--- src/rtl/monprod_operand_sequencer.sv ---
// monprod_operand_sequencer
// Collects N-bit words into the A, B and M operands, starts mon_prod, then
// returns the product P one N-bit word per downstream handshake.
// Optional feature macro: MONPROD_SEQ_KEEP_M_EN (M loaded only on the first
// operation after reset; later operations load A and B only).
//
// state | meaning
// ------+-----------------------------------------------------------
// LOAD  | accepting operand words (order A, B, M; little-endian)
// START | one-cycle start pulse to mon_prod
// WAIT  | waiting for mon_prod stop, then capture P
// EMIT  | present the next result word once the downstream is idle
// GAP   | hold-off after a strobe before out_busy is looked at again
module monprod_operand_sequencer #(
    parameter int N       = 32,
    parameter int BITLEN  = 64,
    parameter int WIDX_W  = 1,
    parameter int HOLDOFF = 4
) (
    input  logic              clk_i,
    input  logic              rst_n_i,
    input  logic [N-1:0]      in_word_i,
    input  logic              in_valid_i,
    output logic              mp_start_o,
    output logic [BITLEN-1:0] mp_a_o,
    output logic [BITLEN-1:0] mp_b_o,
    output logic [BITLEN-1:0] mp_m_o,
    input  logic              mp_stop_i,
    input  logic [BITLEN-1:0] mp_p_i,
    output logic [N-1:0]      out_word_o,
    output logic              out_valid_o,
    input  logic              out_busy_i,
    output logic              busy_o,
    output logic              overrun_o
);

    localparam int WORDS = BITLEN / N;
    localparam int CNT_W = (HOLDOFF > 1) ? $clog2(HOLDOFF) : 1;
    localparam logic [WIDX_W-1:0] IDX_LAST = WIDX_W'(WORDS - 1);
    localparam logic [CNT_W-1:0]  CNT_LOAD = CNT_W'(HOLDOFF - 1);

    typedef enum logic [2:0] {
        S_LOAD  = 3'd0,
        S_START = 3'd1,
        S_WAIT  = 3'd2,
        S_EMIT  = 3'd3,
        S_GAP   = 3'd4
    } state_t;

    typedef enum logic [1:0] {
        SEL_A = 2'd0,
        SEL_B = 2'd1,
        SEL_M = 2'd2
    } sel_t;

    state_t            state_q, state_d;
    sel_t              sel_q, sel_d;
    logic [WIDX_W-1:0] idx_q, idx_d;
    logic [CNT_W-1:0]  cnt_q, cnt_d;
    logic [BITLEN-1:0] a_q, b_q, m_q, res_q;
    logic [N-1:0]      out_word_q;
    logic              overrun_q;
    logic              load_we;
    logic              emit_fire;
    logic [N-1:0]      res_word;
`ifdef MONPROD_SEQ_KEEP_M_EN
    logic              m_loaded_q, m_loaded_d;
`endif

    assign load_we   = (state_q == S_LOAD) && in_valid_i;
    assign emit_fire = (state_q == S_EMIT) && !out_busy_i;
    assign res_word  = res_q[int'(idx_q) * N +: N];

    assign mp_start_o  = (state_q == S_START);
    assign out_valid_o = emit_fire;
    assign out_word_o  = emit_fire ? res_word : out_word_q;
    assign busy_o      = (state_q != S_LOAD);
    assign overrun_o   = overrun_q;
    assign mp_a_o      = a_q;
    assign mp_b_o      = b_q;
    assign mp_m_o      = m_q;

    // Control state register.
    always_ff @(posedge clk_i or negedge rst_n_i) begin
        if (!rst_n_i) begin
            state_q <= S_LOAD;
            sel_q   <= SEL_A;
            idx_q   <= '0;
            cnt_q   <= '0;
        end else begin
            state_q <= state_d;
            sel_q   <= sel_d;
            idx_q   <= idx_d;
            cnt_q   <= cnt_d;
        end
    end

`ifdef MONPROD_SEQ_KEEP_M_EN
    // Remembers that M has been loaded once since reset.
    always_ff @(posedge clk_i or negedge rst_n_i) begin
        if (!rst_n_i) m_loaded_q <= 1'b0;
        else          m_loaded_q <= m_loaded_d;
    end
`endif

    // Next-state logic: word sequencing, result emission and hold-off timer.
    always_comb begin
        state_d = state_q;
        sel_d   = sel_q;
        idx_d   = idx_q;
        cnt_d   = cnt_q;
`ifdef MONPROD_SEQ_KEEP_M_EN
        m_loaded_d = m_loaded_q;
`endif
        case (state_q)
            S_LOAD: begin
                if (in_valid_i) begin
                    if (idx_q == IDX_LAST) begin
                        idx_d = '0;
                        case (sel_q)
                            SEL_A: sel_d = SEL_B;
                            SEL_B: begin
`ifdef MONPROD_SEQ_KEEP_M_EN
                                if (m_loaded_q) begin
                                    sel_d   = SEL_A;
                                    state_d = S_START;
                                end else begin
                                    sel_d = SEL_M;
                                end
`else
                                sel_d = SEL_M;
`endif
                            end
                            SEL_M: begin
                                sel_d   = SEL_A;
                                state_d = S_START;
`ifdef MONPROD_SEQ_KEEP_M_EN
                                m_loaded_d = 1'b1;
`endif
                            end
                            default: sel_d = SEL_A;
                        endcase
                    end else begin
                        idx_d = idx_q + 1'b1;
                    end
                end
            end
            S_START: state_d = S_WAIT;
            S_WAIT: begin
                if (mp_stop_i) begin
                    idx_d   = '0;
                    state_d = S_EMIT;
                end
            end
            S_EMIT: begin
                if (!out_busy_i) begin
                    cnt_d   = CNT_LOAD;
                    state_d = S_GAP;
                end
            end
            S_GAP: begin
                if (cnt_q == '0) begin
                    if (idx_q != IDX_LAST) begin
                        idx_d   = idx_q + 1'b1;
                        state_d = S_EMIT;
                    end else begin
                        idx_d   = '0;
                        sel_d   = SEL_A;
                        state_d = S_LOAD;
                    end
                end else begin
                    cnt_d = cnt_q - 1'b1;
                end
            end
            default: state_d = S_LOAD;
        endcase
    end

    // Operand, result and output-word registers plus sticky overrun flag.
    always_ff @(posedge clk_i or negedge rst_n_i) begin
        if (!rst_n_i) begin
            a_q        <= '0;
            b_q        <= '0;
            m_q        <= '0;
            res_q      <= '0;
            out_word_q <= '0;
            overrun_q  <= 1'b0;
        end else begin
            if (load_we) begin
                case (sel_q)
                    SEL_A:   a_q[int'(idx_q) * N +: N] <= in_word_i;
                    SEL_B:   b_q[int'(idx_q) * N +: N] <= in_word_i;
                    SEL_M:   m_q[int'(idx_q) * N +: N] <= in_word_i;
                    default: ;
                endcase
            end
            if (in_valid_i && (state_q != S_LOAD)) overrun_q <= 1'b1;
            if ((state_q == S_WAIT) && mp_stop_i) res_q <= mp_p_i;
            if (emit_fire) out_word_q <= res_word;
        end
    end

endmodule
--- config.mk ---
export PLATFORM = sky130hd
export DESIGN_NAME = monprod_operand_sequencer
export DESIGN_NICKNAME = d
export VERILOG_FILES = /design/src/rtl/monprod_operand_sequencer.sv
export SDC_FILE = /design/constraint.sdc
export NUM_CORES = 1
export LEC_CHECK = 0
export BUFFER_PORTS_ARGS = -buffer_cell sky130_fd_sc_hd__buf_2
export CORE_MARGIN = 1
export CORE_UTILIZATION = 30
export CTS_CLUSTER_DIAMETER = 60
export DETAILED_ROUTE_END_ITERATION = 10
export PLACE_DENSITY_LB_ADDON = 0.1
export SLEW_MARGIN = 20
export SYNTH_ARGS = -nofsm -noshare
export SYNTH_HDL_FRONTEND = slang
export SYNTH_SLANG_ARGS = --single-unit
--- constraint.sdc ---
create_clock -name clk_i -period 3.3 [get_ports clk_i]
set_input_delay 0 -clock clk_i [delete_from_list [all_inputs] [get_ports clk_i]]
set_output_delay 0 -clock clk_i [all_outputs]
set_load 0.03 [all_outputs]
==> results of run 1 <==
## power breakdown
group          total, mW  leakage, nW  internal, mW  switching [mW]
Sequential          6.22         3.60          5.37           0.848
Clock               4.12        0.625          2.54            1.58
Combinational       7.57         3.48          2.83            4.74
## state kept, by name (all words and copies together), names as in the netlist
register / flops
sel_q: 2
mp_b_o: 64
mp_m_o: 64
cnt_q: 2
state_q: 3
idx_q: 1
out_word_q: 32
mp_a_o: 64
res_q: 64
overrun_o: 1
## kinds of logic (layout without fill, tap and decap cells)
group / after synthesis / in the layout / synth area share, %
flip-flops: 297 / 297 / 64.2
multiplexers: 290 / 290 / 27.9
AND/OR/NAND/NOR: 64 / 64 / 3.13
AO/OA/AOI/OAI: 45 / 45 / 2.39
buffers and inverters: 45 / 518 / 2.32
adder cells (fa/ha/maj): 1 / 1 / 0.108
other: 0 / 1 / 0
## area by class of cell
class	count	share of cell area, %
clock buffers	55	7.25
repair buffers	450	17.7
inverters	3	0.0698
clock inverters	10	0.590
diodes	1	0.0155
well taps	511	3.96
flip-flops and latches	297	46.1
multi-input cells	400	24.3
## per-stage QoR
step / hold WS [ns] / util (%) / std cells
after floorplan: -0.296 / - / 742
after global placement: 0.158 / 36.6 / 1561
after detailed placement: 0.152 / 36.6 / 1561
after CTS: 0.0734 / 42.6 / 1726
after global routing: 0.130 / 42.6 / 1726
final: 0.114 / 42.6 / 1727
## layout by cell type (no fill, tap or decap), types with 3 or more instances in the layout
master | synthesis | layout
sky130_fd_sc_hd__buf_2 | 24 | 327
sky130_fd_sc_hd__dfrtp_1 | 297 | 296
sky130_fd_sc_hd__mux2_2 | 254 | 254
sky130_fd_sc_hd__dlygate4sd3_1 | 0 | 100
sky130_fd_sc_hd__clkbuf_16 | 0 | 41
sky130_fd_sc_hd__nor2_1 | 38 | 38
sky130_fd_sc_hd__mux2i_1 | 33 | 33
sky130_fd_sc_hd__a21oi_1 | 33 | 33
sky130_fd_sc_hd__buf_4 | 0 | 19
sky130_fd_sc_hd__clkbuf_8 | 0 | 9
sky130_fd_sc_hd__clkbuf_1 | 3 | 5
sky130_fd_sc_hd__clkinv_2 | 0 | 4
sky130_fd_sc_hd__inv_1 | 3 | 3
sky130_fd_sc_hd__and4bb_2 | 1 | 3
sky130_fd_sc_hd__mux2_1 | 3 | 3
sky130_fd_sc_hd__nor2b_1 | 3 | 3
sky130_fd_sc_hd__buf_12 | 0 | 3
## metal layers
metal	GRT usage [%]	part of all wire, %
met1	20.2	44
met5	0	0
met3	4.66	6.9
met4	5.90	2.1
met2	25.5	47
## final timing paths
check                                            start                      to  slack, ns  depth (start not counted)
worst min register to register   overrun_o$_DFFE_PN0P_   overrun_o$_DFFE_PN0P_       0.45                          1
worst max register to register  state_q[2]$_DFFE_PN0P_  mp_m_o[10]$_DFFE_PN0P_       0.79                          4
min in group asynchronous                      rst_n_i  mp_m_o[39]$_DFFE_PN0P_       0.14                          2
worst min-delay path                         mp_stop_i       idx_q$_DFFE_PN0P_       0.11                          4
max in group asynchronous                      rst_n_i  mp_m_o[22]$_DFFE_PN0P_       2.13                          3
worst max-delay path            state_q[0]$_DFFE_PN0P_          out_word_o[18]       0.73                          5
## tightest hold or removal path: cells and delay by family
kind	cells	cell delay [ns]
buf+inv	1	0.09
mux	2	0.35
compound gates	1	0.17
==> qor.csv, run 1 <==
stage;metric;value;unit
run_status;run status;complete, no violations;
clock_network;insertion delay of the later-clocked pin in the worst-skew pair;0.53;ns
worst_setup_path;critical path buffer and inverter count;2;
sta;shortest clock period the worst path allows after layout;2.57;ns
placement;input/output buffers;328;
clock_network;H-tree depth;2;
synth;netlist area before placement;11600;sq um
synth;Unique masters post-synth;41;
clock_network;clock buffers created by TritonCTS;38;
grt;pin count of the biggest net entering global routing;107;
synth;Post-Syn Instances;742;
clock_network;CTS Buffer Depth;3;
synth;async set-or-reset flop fraction in the synthesized netlist;100;%
grt;wire length of the first global-routing pass;47.5;mm
layout;multi-input gate area in the final layout;3920;sq um
floorplanning;Initial Utilization;30.6;%
worst_setup_path;required time of the critical path;3.30;ns
floorplanning;Die Ht;198;um
clock_network;Clock transition at path regs;0.05;ns
route;routed wirelength normalized by instance count;17.9;um
job;total of max-cap violations;0;
grt;antenna violations before repair;1;
synth;mean instance size in the synthesized netlist;15.6;sq um
worst_setup_path;highest net fanout along the worst path;20;
sta;count of pins over their slew limit;0;
synth;most area-consuming cells after synthesis;sky130_fd_sc_hd__dfrtp_1 64%, sky130_fd_sc_hd__mux2_2 25%, sky130_fd_sc_hd__mux2i_1 2.9%, sky130_fd_sc_hd__a21oi_1 1.4%, sky130_fd_sc_hd__nor2_1 1.2%;
layout;post-route standard cell area excluding fillers;16100;sq um
synth;dominant cell type by area after synthesis;sky130_fd_sc_hd__dfrtp_1;
route;DRT Wirelength;30.9;mm
synth;Yosys top cell area share;64.2;%
floorplanning;std cell rows;71;
placement;total cell area at the placement stage;13900;sq um
synth;count of yosys warnings during synthesis;0;
placement;GP Congestion;0.701;
grt;via count of the first global-routing pass;7961;
power;total power;17.9;mW
clock_network;Gates resized, CTS repair;0;
clock_network;clock tree from TritonCTS;done;
synth;most frequently used flop master after synthesis;sky130_fd_sc_hd__dfrtp_1;
worst_setup_path;worst setup path category;flip-flop to output pin;
placement;worst slack at placement;0.729;ns
sta;maximum operating frequency;389;MHz
clock_network;Root Driver;sky130_fd_sc_hd__clkbuf_16;
min_path;worst min-delay path category;primary input to flip-flop;
synth;top cells by count, synth;297 x sky130_fd_sc_hd__dfrtp_1, 254 x sky130_fd_sc_hd__mux2_2, 38 x sky130_fd_sc_hd__nor2_1;
sta;Final Hold Fails;0;
sta;post-route setup TNS;0;ns
floorplanning;Top-Level Pins;329;
sta;Setup WS post-layout;0.732;ns
grt;final global-route overflow total;0;
synth;Post-synth EDFFs;0;
worst_setup_path;crit path cell chain;and4bb_2 > buf_4 > nor2_1 > a21oi_1 > buf_2;
synth;net count after synthesis;844;
layout;layout cells sized above 1;56.0;%
clock_network;clock tree sinks;297;
route;count of routing violations after the opening detailed-route iteration;125;
sta;Worst Skew;0.0117;ns
floorplanning;area of the core region;37800;sq um
clock_network;number of hold buffers added after CTS;100;
synth;most common cell in the netlist;sky130_fd_sc_hd__dfrtp_1;
grt;global-route usage over all layers;15.9;%
worst_setup_path;critical path data arrival time;2.57;ns
route;average via count per standard cell;4.41;
power;IR Drop Worst-Case VDD;0.452;mV
sta;share of the clock period used by the worst path after layout;77.8;%
sta;count of endpoints failing setup in the final report;0;
placement;detailed-placement wirelength estimate;20.7;mm
route;overall via count from detail_route;7608;
sta;headroom to the max-slew limit;30.6;%
worst_setup_path;kind of launch point of the worst setup path;flip-flop;
route;DR pass1 iterations;4;
layout;number of fill cells in the layout;3591;
worst_setup_path;Slowest Stage Delay on Critical Path;0.66;ns
power;power density cells;1110;nW/um^2
worst_setup_path;library cell contributing the largest single delay on the critical path;sky130_fd_sc_hd__dfrtp_1;
synth;Seq cells post-synth;297;
route;drt drc;0;
synth;portion of the post-synthesis area used by sequential elements;64.2;%
layout;Area growth syn-to-layout;39.3;%
layout;sequential standard cell area;7430;sq um
sta;Worst Max-Slew Pin Slew;1.04;ns
power;leakage power;7.70;nW
floorplanning;Chip Width;198;um
sta;setup repair after global routing missed its margin;no;
worst_setup_path;category of the worst setup path capture point;output pin;
clock_network;setup fix buffers added after clock tree synthesis;0;
floorplanning;full die area;39400;sq um
layout;fin nets;1292;
worst_setup_path;family with the most delay on the worst path;flip-flops;
route;number of antenna-violating nets in the routed design;0;
No activity file was read; power rests on OpenSTA's default activity.
==> inputs of run 2 (changes only) <==
--- a/config.mk
+++ b/config.mk
@@ -5,6 +5,7 @@
 export SDC_FILE = /design/constraint.sdc
 export NUM_CORES = 1
 export LEC_CHECK = 0
+export ABC_AREA = 1
 export BUFFER_PORTS_ARGS = -buffer_cell sky130_fd_sc_hd__buf_2
 export CORE_MARGIN = 1
 export CORE_UTILIZATION = 30
==> constraint.sdc (replaced) <==
create_clock -name clk_i -period 2.2 [get_ports clk_i]
set_input_delay 0 -clock clk_i [delete_from_list [all_inputs] [get_ports clk_i]]
set_output_delay 0 -clock clk_i [all_outputs]
set_load 0.03 [all_outputs]
==> qor.csv, run 2 <==
stage;metric;value;unit;change
route;total met3 wirelength after detailed routing;2.41;mm;+13%
route;drt drc;0;;unchanged
clock_network;H-tree depth;2;;unchanged
route;routed wirelength normalized by instance count;18.1;um;+1.1%
grt;wire length of the first global-routing pass;64.9;mm;+37%
sta;headroom to the max-slew limit;50.9;%;+20 points
min_path;worst min-delay path category;primary input to flip-flop;;
grt;final global-route overflow total;0;;unchanged
layout;number of fill cells in the layout;4083;;+14%
synth;mean instance size in the synthesized netlist;8.88;sq um;-43%
placement;worst slack at placement;0.424;ns;-0.305 ns
synth;count of yosys warnings during synthesis;0;;unchanged
worst_setup_path;critical path buffer and inverter count;4;;+2
synth;Post-Syn Instances;1362;;+84%
layout;layout cells sized above 1;24.6;%;-31 points
power;IR Drop Worst-Case VDD;0.832;mV;+84%
synth;most common cell in the netlist;sky130_fd_sc_hd__nand2_1;;
power;power density cells;1650;nW/um^2;+48%
worst_setup_path;worst setup path category;flip-flop to output pin;;
clock_network;clock buffers created by TritonCTS;40;;+5.3%
worst_setup_path;Slowest Stage Delay on Critical Path;0.43;ns;-0.23 ns
grt;antenna violations before repair;0;;-1
placement;GP Congestion;0.787;;+12%
layout;commonest non-fill, non-tap cell in the layout;sky130_fd_sc_hd__nand2_1;;
synth;netlist area before placement;12100;sq um;+4.5%
sta;maximum operating frequency;489;MHz;
route;average via count per standard cell;4.69;;+6.5%
clock_network;clock tree from TritonCTS;done;;
grt;global-route usage over all layers;20.4;%;+4.5 points
worst_setup_path;category of the worst setup path capture point;output pin;;
route;DRT Wirelength;42.1;mm;+36%
floorplanning;area of the core region;39700;sq um;+5.0%
route;overall via count from detail_route;10900;;+44%
grt;pin count of the biggest net entering global routing;81;;-24%
route;DR pass1 iterations;4;;unchanged
worst_setup_path;family with the most delay on the worst path;buffers and inverters;;
clock_network;insertion delay of the later-clocked pin in the worst-skew pair;0.55;ns;+0.02 ns
synth;Seq cells post-synth;297;;unchanged
floorplanning;Top-Level Pins;329;;unchanged
floorplanning;Initial Utilization;30.5;%;-0.14 points
worst_setup_path;highest net fanout along the worst path;16;;-20%
synth;most area-consuming cells after synthesis;sky130_fd_sc_hd__dfrtp_1 61%, sky130_fd_sc_hd__nand2_1 19%, sky130_fd_sc_hd__nand3_1 11%, sky130_fd_sc_hd__a31oi_1 1.7%, sky130_fd_sc_hd__buf_6 1.3%;;
floorplanning;Chip Width;203;um;+2.2%
synth;async set-or-reset flop fraction in the synthesized netlist;100;%;unchanged
run_status;run status;complete, no violations;;
sta;Worst Skew;0.0149;ns;+0.00319 ns
synth;Yosys top cell area share;61.4;%;-2.8 points
placement;input/output buffers;328;;unchanged
sta;Final Hold Fails;0;;unchanged
sta;count of endpoints failing setup in the final report;0;;unchanged
route;uppermost signal routing layer after detailed routing;met4;;
synth;top cells by count, synth;603 x sky130_fd_sc_hd__nand2_1, 297 x sky130_fd_sc_hd__dfrtp_1, 265 x sky130_fd_sc_hd__nand3_1;;
worst_setup_path;required time of the critical path;2.20;ns;-1.10 ns
synth;Unique masters post-synth;22;;-46%
route;number of antenna-violating nets in the routed design;0;;unchanged
route;Detail Route met2 WL;19.7;mm;+36%
synth;net count after synthesis;1464;;+73%
job;total of max-cap violations;0;;unchanged
layout;commonest cells after routing, fill and taps aside;602 x sky130_fd_sc_hd__nand2_1, 310 x sky130_fd_sc_hd__buf_2, 293 x sky130_fd_sc_hd__dfrtp_1, 264 x sky130_fd_sc_hd__nand3_1, 101 x sky130_fd_sc_hd__dlygate4sd3_1;;
synth;portion of the post-synthesis area used by sequential elements;61.4;%;-2.8 points
placement;detailed-placement wirelength estimate;25.9;mm;+25%
sta;share of the clock period used by the worst path after layout;93.0;%;
clock_network;clock tree sinks;297;;unchanged
clock_network;Root Driver;sky130_fd_sc_hd__clkbuf_16;;
clock_network;CTS Buffer Depth;3;;unchanged
floorplanning;std cell rows;73;;+2.8%
sta;count of pins over their slew limit;0;;unchanged
sta;Worst Max-Slew Pin Slew;0.737;ns;-0.304 ns
layout;antenna diode instance count;0;;-1
layout;Area growth syn-to-layout;38.4;%;
floorplanning;full die area;41100;sq um;+4.5%
clock_network;Clock transition at path regs;0.05;ns;about the same
sta;shortest clock period the worst path allows after layout;2.05;ns;
worst_setup_path;crit path cell chain;inv_2 > nand3_2 > nor2_4 > buf_12 > buf_16 > nor2_1 > a31oi_1 > buf_4;;
floorplanning;Die Ht;203;um;+2.2%
sta;Setup WS post-layout;0.153;ns;-0.579 ns
sta;setup repair after global routing missed its margin;no;;
synth;dominant cell type by area after synthesis;sky130_fd_sc_hd__dfrtp_1;;
worst_setup_path;kind of launch point of the worst setup path;flip-flop;;
route;met1 wire length;18.7;mm;+37%
sta;post-route setup TNS;0;ns;unchanged
worst_setup_path;library cell contributing the largest single delay on the critical path;sky130_fd_sc_hd__dfrtp_2;;
layout;fin nets;1882;;+46%
synth;Post-synth EDFFs;0;;unchanged
worst_setup_path;critical path data arrival time;2.05;ns;-0.52 ns
synth;most frequently used flop master after synthesis;sky130_fd_sc_hd__dfrtp_1;;
power;leakage power;9.05;nW;+17%
grt;via count of the first global-routing pass;10900;;+37%
power;total power;27.6;mW;+54%
route;count of routing violations after the opening detailed-route iteration;503;;+300%
-- run 2: cell count changes after synthesis, sizes merged, moves of 3 or more --
cell,change
nor2b,-3
a31oi,+32
o21ai,+7
inv,+11
buf,+17
and4bb,-3
clkbuf,+36
nand2,+602
mux2,-257
mux2i,-33
nand3,+264
a21oi,-33
-- run 2: final cells by class --
cell class	count	area (sq um)	area share [%]
Clock inverter	11	126	0.755
Inverter	14	55.1	0.329
Timing Repair Buffer	471	3240	19.3
Clock buffer	55	1130	6.74
Sequential cell	297	7440	44.4
Tap cell	525	657	3.92
Multi-Input combinational cell	956	4100	24.5
-- run 2: what timing repair did --
action / 4_1_cts / 5_1_grt
setup buffers: 4 / 1
pin swaps: 1 / 1
resized for setup: 20 / 5
hold buffers: 101 / 0
endpoints found under the setup margin: 31 / 27
cloned: 2 / 0
endpoints found under the hold margin: 577 / 0
-- run 2: final timing paths --
check / from / to / slack (ns) / cells past startpoint
hold reg to reg: overrun_o$_DFFE_PN0P_ / overrun_o$_DFFE_PN0P_ / 0.46 / 1
setup reg to reg: state_q[1]$_DFFE_PN0P_ / mp_a_o[43]$_DFFE_PN0P_ / 0.43 / 7
hold / removal: mp_stop_i / res_q[18]$_DFFE_PN0P_ / 0.05 / 3
setup / recovery: state_q[2]$_DFFE_PN0P_ / out_word_o[18] / 0.15 / 8
max in group asynchronous: rst_n_i / mp_a_o[40]$_DFFE_PN0P_ / 0.49 / 4
min in group asynchronous: rst_n_i / mp_m_o[9]$_DFFE_PN0P_ / 0.52 / 3
-- run 2: tightest hold or removal path: stages --
cell and delay, ns:
sky130_fd_sc_hd__buf_2 0.32, sky130_fd_sc_hd__nand3_1 0.18, sky130_fd_sc_hd__nand2_1 0.05
-- run 2: layer usage --
layer | vias up | track usage [%]
li1 | 5249 | -
met1 | 5296 | 26.7
met2 | 308 | 33.1
met3 | 72 | 4.06
met4 | 0 | 8.06
met5 | - | 0
-- run 2: cell families after synthesis --
kind of cell,Yosys count,share of synthesized area [%]
AND/OR/NAND/NOR,911,31.4
adder cells (fa/ha/maj),1,0.103
flip-flops,297,61.4
buffers and inverters,109,4.90
AO/OA/AOI/OAI,44,2.21
-- run 2: stage by stage --
step | hold WS, ns | cells | util [%] | area (sq um)
2_1_floorplan | -0.296 | 1362 | - | 12100
3_3_place_gp | 0.00270 | 2155 | 36.0 | 14300
3_5_place_dp | 0.000958 | 2155 | 36.0 | 14300
4_1_cts | 0.00471 | 2328 | 42.1 | 16700
5_1_grt | 0.0635 | 2329 | 42.1 | 16700
6_report | 0.0459 | 2329 | 42.1 | 16700
-- run 2: where the power goes --
group          total, mW  internal, mW  switching (mW)
clock               6.27          3.81            2.46
sequential          9.15          7.90            1.25
combinational       12.2          3.43            8.73
total               27.6          15.1            12.4
